### config.mk
export PLATFORM = sky130hd
export DESIGN_NAME = ahb_lite_sram_slave
export DESIGN_NICKNAME = d
export VERILOG_FILES = /design/src/rtl/ahb_pkg.sv /design/src/rtl/ahb_lane_decode.sv /design/src/rtl/ahb_lite_sram_slave.sv
export SDC_FILE = /design/constraint.sdc
export NUM_CORES = 1
export LEC_CHECK = 0
export CORE_MARGIN = 4
export CORE_UTILIZATION = 28
export DETAILED_ROUTE_END_ITERATION = 10
export PLACE_DENSITY = 0.87
export SLEW_MARGIN = 20
export SYNTH_ARGS = -nofsm -noshare
export SYNTH_HDL_FRONTEND = slang
export SYNTH_HIERARCHICAL = 1
export SYNTH_SLANG_ARGS = --single-unit
### constraint.sdc
create_clock -name HCLK -period 2.6 [get_ports HCLK]
set_clock_uncertainty 0.05 [all_clocks]
set_input_delay 0.26 -clock HCLK [delete_from_list [all_inputs] [get_ports HCLK]]
set_output_delay 0.26 -clock HCLK [all_outputs]
set_load 0.01 [all_outputs]
### src/rtl/ahb_pkg.sv
// Shared AHB-Lite encodings and the state type of the SRAM-backed slave.
package ahb_pkg;

    localparam logic [1:0] HTRANS_IDLE   = 2'b00;
    localparam logic [1:0] HTRANS_BUSY   = 2'b01;
    localparam logic [1:0] HTRANS_NONSEQ = 2'b10;
    localparam logic [1:0] HTRANS_SEQ    = 2'b11;

    localparam logic [2:0] HSIZE_BYTE = 3'd0;
    localparam logic [2:0] HSIZE_HALF = 3'd1;
    localparam logic [2:0] HSIZE_WORD = 3'd2;

    localparam logic HRESP_OKAY  = 1'b0;
    localparam logic HRESP_ERROR = 1'b1;

    typedef enum logic [2:0] {
        StIdle,
        StRdIssue,
        StRdWait,
        StRdDone,
        StWr,
        StWrWait,
        StErr1,
        StErr2
    } slave_state_e;

endpackage

### src/rtl/ahb_lane_decode.sv
// Little-endian byte-lane decode: HSIZE and low address bits to active-low SRAM
// byte enables, flagging misaligned or unsupported sizes.
module ahb_lane_decode
    import ahb_pkg::*;
(
    input  logic [2:0] size_i,
    input  logic [1:0] addr_lo_i,
    output logic [3:0] ben_o,
    output logic       bad_o
);

    always_comb begin
        ben_o = 4'hF;
        bad_o = 1'b0;
        case (size_i)
            HSIZE_BYTE: ben_o = ~(4'b0001 << addr_lo_i);
            HSIZE_HALF: begin
                bad_o = addr_lo_i[0];
                ben_o = addr_lo_i[1] ? 4'b0011 : 4'b1100;
            end
            HSIZE_WORD: begin
                bad_o = (addr_lo_i != 2'b00);
                ben_o = 4'b0000;
            end
            default: bad_o = 1'b1;
        endcase
    end

endmodule

### src/rtl/ahb_lite_sram_slave.sv
// AHB-Lite slave serving byte/half/word transfers from a single-port synchronous
// SRAM with active-low enables, programmable wait states and two-cycle ERROR.
module ahb_lite_sram_slave
    import ahb_pkg::*;
#(
    parameter logic [31:0] BASE_ADDR   = 32'h0000_0000,
    parameter int unsigned DEPTH       = 1024,
    parameter int unsigned AW          = $clog2(DEPTH),
    parameter int unsigned WAIT_STATES = 0
) (
    input  logic          HCLK,
    input  logic          HRESET,
    input  logic          HSEL,
    input  logic [31:0]   HADDR,
    input  logic [1:0]    HTRANS,
    input  logic          HWRITE,
    input  logic [2:0]    HSIZE,
    input  logic [31:0]   HWDATA,
    input  logic          HREADY,
    output logic          HREADYOUT,
    output logic          HRESP,
    output logic [31:0]   HRDATA,
    output logic          sram_cen,
    output logic          sram_wen,
    output logic [3:0]    sram_ben,
    output logic [AW-1:0] sram_addr,
    output logic [31:0]   sram_din,
    input  logic [31:0]   sram_dout
);

    localparam logic [31:0] SPAN    = 32'(4 * DEPTH);
    localparam logic [3:0]  WS_LOAD = (WAIT_STATES > 0) ? 4'(WAIT_STATES - 1) : 4'd0;

    slave_state_e  state_q, state_d;
    logic [3:0]    cnt_q, cnt_d;
    logic [AW-1:0] addr_q, addr_d;
    logic [3:0]    ben_q, ben_d;

    logic [31:0] offset;
    logic [3:0]  lane_ben;
    logic        lane_bad;
    logic        req_err;
    logic        active;
    logic        may_accept;
    logic        accept;

    ahb_lane_decode u_lane_decode (
        .size_i    (HSIZE),
        .addr_lo_i (HADDR[1:0]),
        .ben_o     (lane_ben),
        .bad_o     (lane_bad)
    );

    // Unsigned wrap makes addresses below BASE_ADDR land out of range.
    assign offset  = HADDR - BASE_ADDR;
    assign req_err = lane_bad | (offset >= SPAN);
    assign active  = (HTRANS == HTRANS_NONSEQ) || (HTRANS == HTRANS_SEQ);

    always_comb begin
        state_d    = state_q;
        cnt_d      = cnt_q;
        addr_d     = addr_q;
        ben_d      = ben_q;
        HREADYOUT  = 1'b1;
        HRESP      = HRESP_OKAY;
        HRDATA     = 32'h0;
        sram_cen   = 1'b1;
        sram_wen   = 1'b1;
        sram_ben   = 4'hF;
        sram_din   = 32'h0;
        may_accept = 1'b0;

        unique case (state_q)
            StIdle: may_accept = 1'b1;
            StRdIssue: begin
                HREADYOUT = 1'b0;
                sram_cen  = 1'b0;
                cnt_d     = WS_LOAD;
                state_d   = (WAIT_STATES > 0) ? StRdWait : StRdDone;
            end
            StRdWait: begin
                HREADYOUT = 1'b0;
                if (cnt_q == 4'd0) state_d = StRdDone;
                else               cnt_d   = cnt_q - 4'd1;
            end
            StRdDone: begin
                HRDATA     = sram_dout;
                may_accept = 1'b1;
            end
            StWr: begin
                sram_cen = 1'b0;
                sram_wen = 1'b0;
                sram_ben = ben_q;
                sram_din = HWDATA;
                if (WAIT_STATES == 0) begin
                    may_accept = 1'b1;
                end else begin
                    HREADYOUT = 1'b0;
                    cnt_d     = WS_LOAD;
                    state_d   = StWrWait;
                end
            end
            StWrWait: begin
                if (cnt_q == 4'd0) begin
                    may_accept = 1'b1;
                end else begin
                    HREADYOUT = 1'b0;
                    cnt_d     = cnt_q - 4'd1;
                end
            end
            StErr1: begin
                HREADYOUT = 1'b0;
                HRESP     = HRESP_ERROR;
                state_d   = StErr2;
            end
            StErr2: begin
                HRESP      = HRESP_ERROR;
                may_accept = 1'b1;
            end
            default: state_d = StIdle;
        endcase

        // Every state that lets a new address phase in ends its data phase here.
        accept = may_accept & HSEL & HREADY & active;
        if (may_accept) begin
            state_d = StIdle;
            if (accept) begin
                if (req_err) begin
                    state_d = StErr1;
                end else begin
                    addr_d  = offset[AW+1:2];
                    ben_d   = lane_ben;
                    state_d = HWRITE ? StWr : StRdIssue;
                end
            end
        end

        sram_addr = addr_q;
    end

    always_ff @(posedge HCLK or posedge HRESET) begin
        if (HRESET) begin
            state_q <= StIdle;
            cnt_q   <= 4'd0;
            addr_q  <= '0;
            ben_q   <= 4'hF;
        end else begin
            state_q <= state_d;
            cnt_q   <= cnt_d;
            addr_q  <= addr_d;
            ben_q   <= ben_d;
        end
    end

endmodule
==> results.toml <==
[status]
status = "finished, final reports clean"

[finish]
nets = 491
drive_above_1_share_pct = 9.52
syn_to_final_growth_pct = 116
diodes = 0
n_fill_cell = 489

[yosys]
seq_area_frac_synth_pct = 31.0
syn_inst = 195
synth_adder_area_share_pct = 4.38
netlist_area_um2 = 1710
synth_mux_area_share_pct = 12.3
synth_nets = 307
synth_compound_area_share_pct = 10.4
syn_area_per_cell_um2 = 8.78
synth-simple-area-share_pct = 35.8
ys.warnings.count = 6
synth_xor_area_share_pct = 0
synth_top_family_by_area = "simple AND/OR/NAND/NOR gates"
ys_types = 36
ys_ff_latch = 21

[place]
gp_congestion = 0.888
place_hpwl_mm = 5.77
pre_cts_ws_ns = 0.00813
port_buffers = 186

[setup_path]
cp.arrival_ns = 2.02
cp-end-kind = "output port"
crit_fanout = 6
path_class = "reg -> out"
required_ns = 2.29
start_kind = "register"

[floorplanning]
initial_core_util_pct = 28.9
core_area_um2 = 5920
die_w_um = 86.2
placementRows = 28
dieArea_um2 = 7430
die_height_um = 86.2
io_pins = 188

[detailed_routing]
drc_errors = 0
drt_iter0_markers = 56
firstDrtPassIters = 6
antenna_left = 0
routed_via_density = 4.69
wire_per_inst_um = 15.2
routed_wl_mm = 6.89
vias = 2123

[clock_network]
postCtsHoldBufs = 0
cts.sinks = 21
cts_resized = 0
htreeDepth = 1
clock_latency_ns = 0.26
cts_tree = "done"
cts_buffers = 3
postCtsSetupBuffers = 0
cts-root-buf = "clkbuf_8"
cts.path.max_buffers = 2
clk_pin_slew_ns = 0.08

[grt]
antenna_found_initial = 0
grt_busiest_layer = "met2"
grt_pass1_vias = 2125
gr-total-overflow = 0
met1_usage_pct = 19.3
globalRouteMet2Util_pct = 33.1
grt_max_degree = 34
grt_pass1_wl_mm = 10.2
grt_usage_pct = 17.2
gr-usage-met3_pct = 2.76

[power_and_ir_drop]
irDropWorstVdd_mv = 0.426
power.leakage_nw = 1.59
power_density_nw_per_um2 = 392

[sta]
hold_viol_final = 0
fin_crit_sh_pct = 89.8
slew_headroom_pct = 46.6
max_freq_ghz = 0.428
tightestPinTransition_ns = 0.800
tns_ns = 0
rsz0062_at_grt = "false"
slew_viol_final = 0
fin_ws_ns = 0.266
fin_crit_ns = 2.33
setup_violations = 0

[hold_path]
hp-class = "in -> async"

[job]
cap_violations = 0
==> cell type report <==
cell class,instances,area [um2],share of cell area (%)
Timing Repair Buffer,193,1910,51.7
Multi-Input combinational cell,150,1080,29.2
Sequential cell,21,531,14.3
Tap cell,75,93.8,2.54
Clock buffer,4,45.0,1.22
Inverter,10,37.5,1.01
==> per-layer routing <==
layer | vias to the layer above | wire length [um]
met3 | 10 | 574
met5 | - | 0
met4 | 0 | 126
met1 | 967 | 2610
met2 | 112 | 3580
li1 | 1034 | -
==> layout by cell type (no fill, tap or decap) <==
| master | n |
|---|---|
| nor4b_4 | 1 |
| clkbuf_8 | 3 |
| or2b_1 | 1 |
| inv_1 | 10 |
| nor3_1 | 4 |
| dfstp_2 | 4 |
| a21boi_1 | 1 |
| and2_1 | 32 |
| o32ai_1 | 2 |
| mux2i_1 | 2 |
| and3_1 | 32 |
| nand2_1 | 5 |
| mux2_4 | 9 |
| o22a_1 | 1 |
| o21bai_1 | 1 |
| buf_4 | 7 |
| nor2_1 | 10 |
| dfrtp_1 | 17 |
| o21ai_0 | 2 |
| clkdlybuf4s50_1 | 186 |
| clkbuf_1 | 1 |
| a21oi_1 | 12 |
| nand4_1 | 1 |
| nor2b_1 | 3 |
| a31o_4 | 1 |
| nand3_1 | 1 |
| o22ai_1 | 2 |
| or2_2 | 4 |
| mux2_2 | 5 |
| o2bb2ai_1 | 1 |
| ha_1 | 6 |
| o21ai_1 | 4 |
| nor3b_4 | 1 |
| a21oi_2 | 1 |
| nor4_1 | 4 |
| nand2b_1 | 1 |
==> critical path: stages (launching register included) <==
cell	delay (ns)
dfrtp_1	0.42
inv_1	0.11
ha_1	0.15
nor3b_4	0.29
a31o_4	0.24
clkdlybuf4s50_1	0.55
==> final timing paths <==
path | start | end | slack (ns) | cells past startpoint
hold / removal | HRESET | sram_addr[4] | 0.39 | 2
hold reg to reg | sram_addr[4] | sram_addr[4] | 0.46 | 1
setup reg to reg | cnt_q[0] | sram_addr[6] | 0.41 | 7
max in group asynchronous | HRESET | sram_addr[2] | 1.61 | 2
setup / recovery | cnt_q[0] | HREADYOUT | 0.27 | 5
min in group HCLK | sram_addr[4] | sram_addr[4] | 0.46 | 1
==> cells in the mapped netlist <==
library cell,instances,area (um2)
a21boi_1,1,7.51
a21oi_1,12,60.1
a21oi_2,1,8.76
a31o_4,1,17.5
and2_1,32,200
and3_1,32,200
buf_2,1,5.00
buf_8,1,15.0
clkbuf_1,11,41.3
clkbuf_2,1,5.00
dfrtp_1,17,425
dfstp_2,4,105
ha_1,6,75.1
inv_1,10,37.5
mux2_2,5,56.3
mux2_4,9,135
mux2i_1,2,20.0
nand2_1,5,18.8
nand2b_1,1,6.26
nand3_1,1,5.00
nand4_1,1,6.26
nor2_1,10,37.5
nor2b_1,3,18.8
nor3_1,4,20.0
nor3b_4,1,18.8
nor4_1,4,25.0
nor4b_4,1,23.8
o21ai_0,2,10.0
o21ai_1,4,20.0
o21bai_1,1,7.51
o22a_1,1,8.76
o22ai_1,2,12.5
o2bb2ai_1,1,8.76
o32ai_1,2,17.5
or2_2,4,25.0
or2b_1,1,7.51
==> report_power, final <==
| part | internal, mW | switching [mW] | leakage, nW | total (mW) |
|---|---|---|---|---|
| Sequential | 0.340 | 0.0236 | 0.278 | 0.364 |
| Clock | 0.109 | 0.108 | 0.0228 | 0.218 |
| Combinational | 0.488 | 0.383 | 1.29 | 0.871 |
==> cells by family (layout without fill, tap and decap cells) <==
group                    Yosys count  after routing
multiplexers                      16             16
AO/OA/AOI/OAI                     28             28
AND/OR/NAND/NOR                  100            100
buffers and inverters             24            207
flip-flops                        21             21
adder cells (fa/ha/maj)            6              6
==> through the flow <==
step / power, mW / hold WS (ns) / instance area, um2 / std cells / util (%)
6_report: 1.45 / 0.395 / 3700 / 453 / 62.5
3_3_place_gp: 1.22 / 0.439 / 3650 / 449 / 61.7
3_5_place_dp: 1.24 / 0.448 / 3650 / 449 / 61.7
2_1_floorplan: 0.767 / 0.184 / 1710 / 195 / -
5_1_grt: 1.54 / 0.457 / 3700 / 453 / 62.5
4_1_cts: 1.46 / 0.431 / 3700 / 453 / 62.5
==> registers in the layout, indices dropped and copies added, names as in the netlist <==
| name | flops |
|---|---|
| sram_addr | 10 |
| state_q | 3 |
| ben_q | 4 |
| cnt_q | 4 |
Note: power is estimated with default switching activity, not from simulation.
==> RTL edit: new RTL, same flow settings <==
Make the reset (`HRESET`) synchronous in one clocked block.
--- a/src/rtl/ahb_lite_sram_slave.sv
+++ b/src/rtl/ahb_lite_sram_slave.sv
@@ -138,7 +138,7 @@
         sram_addr = addr_q;
     end
 
-    always_ff @(posedge HCLK or posedge HRESET) begin
+    always_ff @(posedge HCLK) begin
         if (HRESET) begin
             state_q <= StIdle;
             cnt_q   <= 4'd0;
Formal check against the unedited RTL: differs if HRESET is asserted again (counterexample within 4 cycles, from zero or initial values and one cycle with HRESET high); with HRESET held inactive, the same outputs for 10 cycles.
==> RTL edit against the unedited design <==
  * Highest routed layer unchanged
  * Routed wire length up 5.6%
  * Fmax down 0.23%
  * Sequential cell count unchanged
  * Final area up 1.2%
  * Via count up 1.2%
  * Setup slack worse by 0.0054 ns
  * Synthesized area up 2.4%
  * Sequential share of layout area down 3.1 points
  * Non-clock buffer count down 1
  * Utilization about the same
Power is not compared: it rests on default switching activity, and its combinational part moved more than twofold at a synthesized area within 25%.
==> RTL edit: results (changes against the unedited design) <==
[metrics] pin slew with the least headroom to its limit: 0.530 ns (-0.270 ns)
[metrics] fraction of the yosys area taken by sequential cells: 0.240 (-0.0701)
[metrics] terminus of the critical flop-to-flop path: cnt_q[3]$_SDFFE_PP0P_
[metrics] number of DRC markers after the initial detailed-route iteration: 55 (-1.8%)
[metrics] met1 routing resource usage after global routing: 0.198 (+0.00463)
[metrics] layout cell share with drive strength beyond 1: 0.0419 (-0.0534)
[metrics] Setup Slack @ Placement: 0.174 ns (+0.165 ns)
[metrics] synthesized area per cell: 7.87 um^2 (-10%)
[metrics] Metal-1 WL: 2710 um (+4.1%)
[metrics] number of cells on the worst reg-to-reg path: 6 (-1)
[metrics] gr usage total: 0.173 (+0.000717)
[metrics] first-pass GRT wire length: 10500 um (+3.3%)
[metrics] most instantiated cells after synthesis: sky130_fd_sc_hd__and2_1 (65), sky130_fd_sc_hd__nand2b_1 (25), sky130_fd_sc_hd__dfxtp_1 (21)
[metrics] share of async-settable or async-resettable flops after synthesis: 0 (-1.00)
[metrics] Max FO, Critical Path: 5 (-1)
[metrics] Filler Cells Inserted: 528 (+8.0%)
[metrics] Crit. Startpoint: cnt_q[0]$_SDFFE_PP0P_
[metrics] number of vias per cell after detailed routing: 4.47 (-4.7%)
[metrics] first-pass detailed-route iteration total: 4 (-2)
[metrics] met2 wirelength from detailed routing: 3830 um (+7.0%)
[metrics] ys flop type: sky130_fd_sc_hd__dfxtp_1
[metrics] non-filler instance count after layout: 481 (+6.2%)
[metrics] Period Utilization, post-route: 0.900 (+0.00206)
[metrics] half-perimeter wire length after placement: 6300 um (+9.2%)
[metrics] met3 Usage GRT: 0.0435 (+0.0160)
[metrics] RePlAce Congestion: 0.774 (-13%)
[metrics] leading post-synthesis cells by cell area: sky130_fd_sc_hd__dfxtp_1 (24%), sky130_fd_sc_hd__and2_1 (23%), sky130_fd_sc_hd__mux2i_1 (9.7%)
[metrics] Total Nets Final: 515 (+4.9%)
[metrics] via count of the first global-routing pass: 2062 (-3.0%)
[metrics] average routed wire per standard cell: 15.1 um (-0.52%)
[metrics] synth unique cells: 43 (+19%)
[metrics] pin count of the biggest net entering global routing: 38 (+12%)
[metrics] slack of the worst reg-to-reg path: 0.46 ns (+0.05 ns)
[metrics] slowest cell delay on critical path: 0.61 ns (+0.06 ns)
[metrics] run status: finished, final reports clean
[metrics] synthesized net count: 331 (+7.8%)
[metrics] detailed route wirelength on metal3: 706 um (+23%)
[metrics] met2 capacity usage during global routing: 0.327 (-0.00434)
[metrics] clock latency at the later pin of the worst-skew pair: 0.26 ns (about the same)
[metrics] standard cell with the maximum stage delay on the critical path: sky130_fd_sc_hd__clkdlybuf4s50_1
[metrics] max FFs per register: 10 (unchanged)
[metrics] type of the tightest min-delay check: register to register
[metrics] placed inst area: 3700 um^2 (+1.2%)
RTL edit: cell count changes after synthesis, sizes merged, moves of 5 or more:
cell and delta:
dfxtp +21, and3 -30, mux2i +15, nor2 +7, nand2b +24, dfrtp -17
mux2 -14, and2 +33, inv -5
RTL edit: cell families after synthesis:
kind of cell / after synthesis / share of synthesized area
AOI/OAI and AO/OA: 27 / 0.111
xor gates and xnor gates: 1 / 0.00499
adders and majority gates: 2 / 0.0143
buffers and inverters: 19 / 0.0449
DFF: 21 / 0.240
muxes: 17 / 0.0970
and+or+nand+nor: 136 / 0.489
RTL edit: cell type report:
class | instances | area (um^2) | area share
clock buffers | 4 | 45.0 | 0.0120
inverters | 6 | 22.5 | 0.00602
multi-input cells | 183 | 1250 | 0.335
flip-flops and latches | 21 | 420 | 0.112
well taps | 75 | 93.8 | 0.0251
repair buffers | 192 | 1910 | 0.509
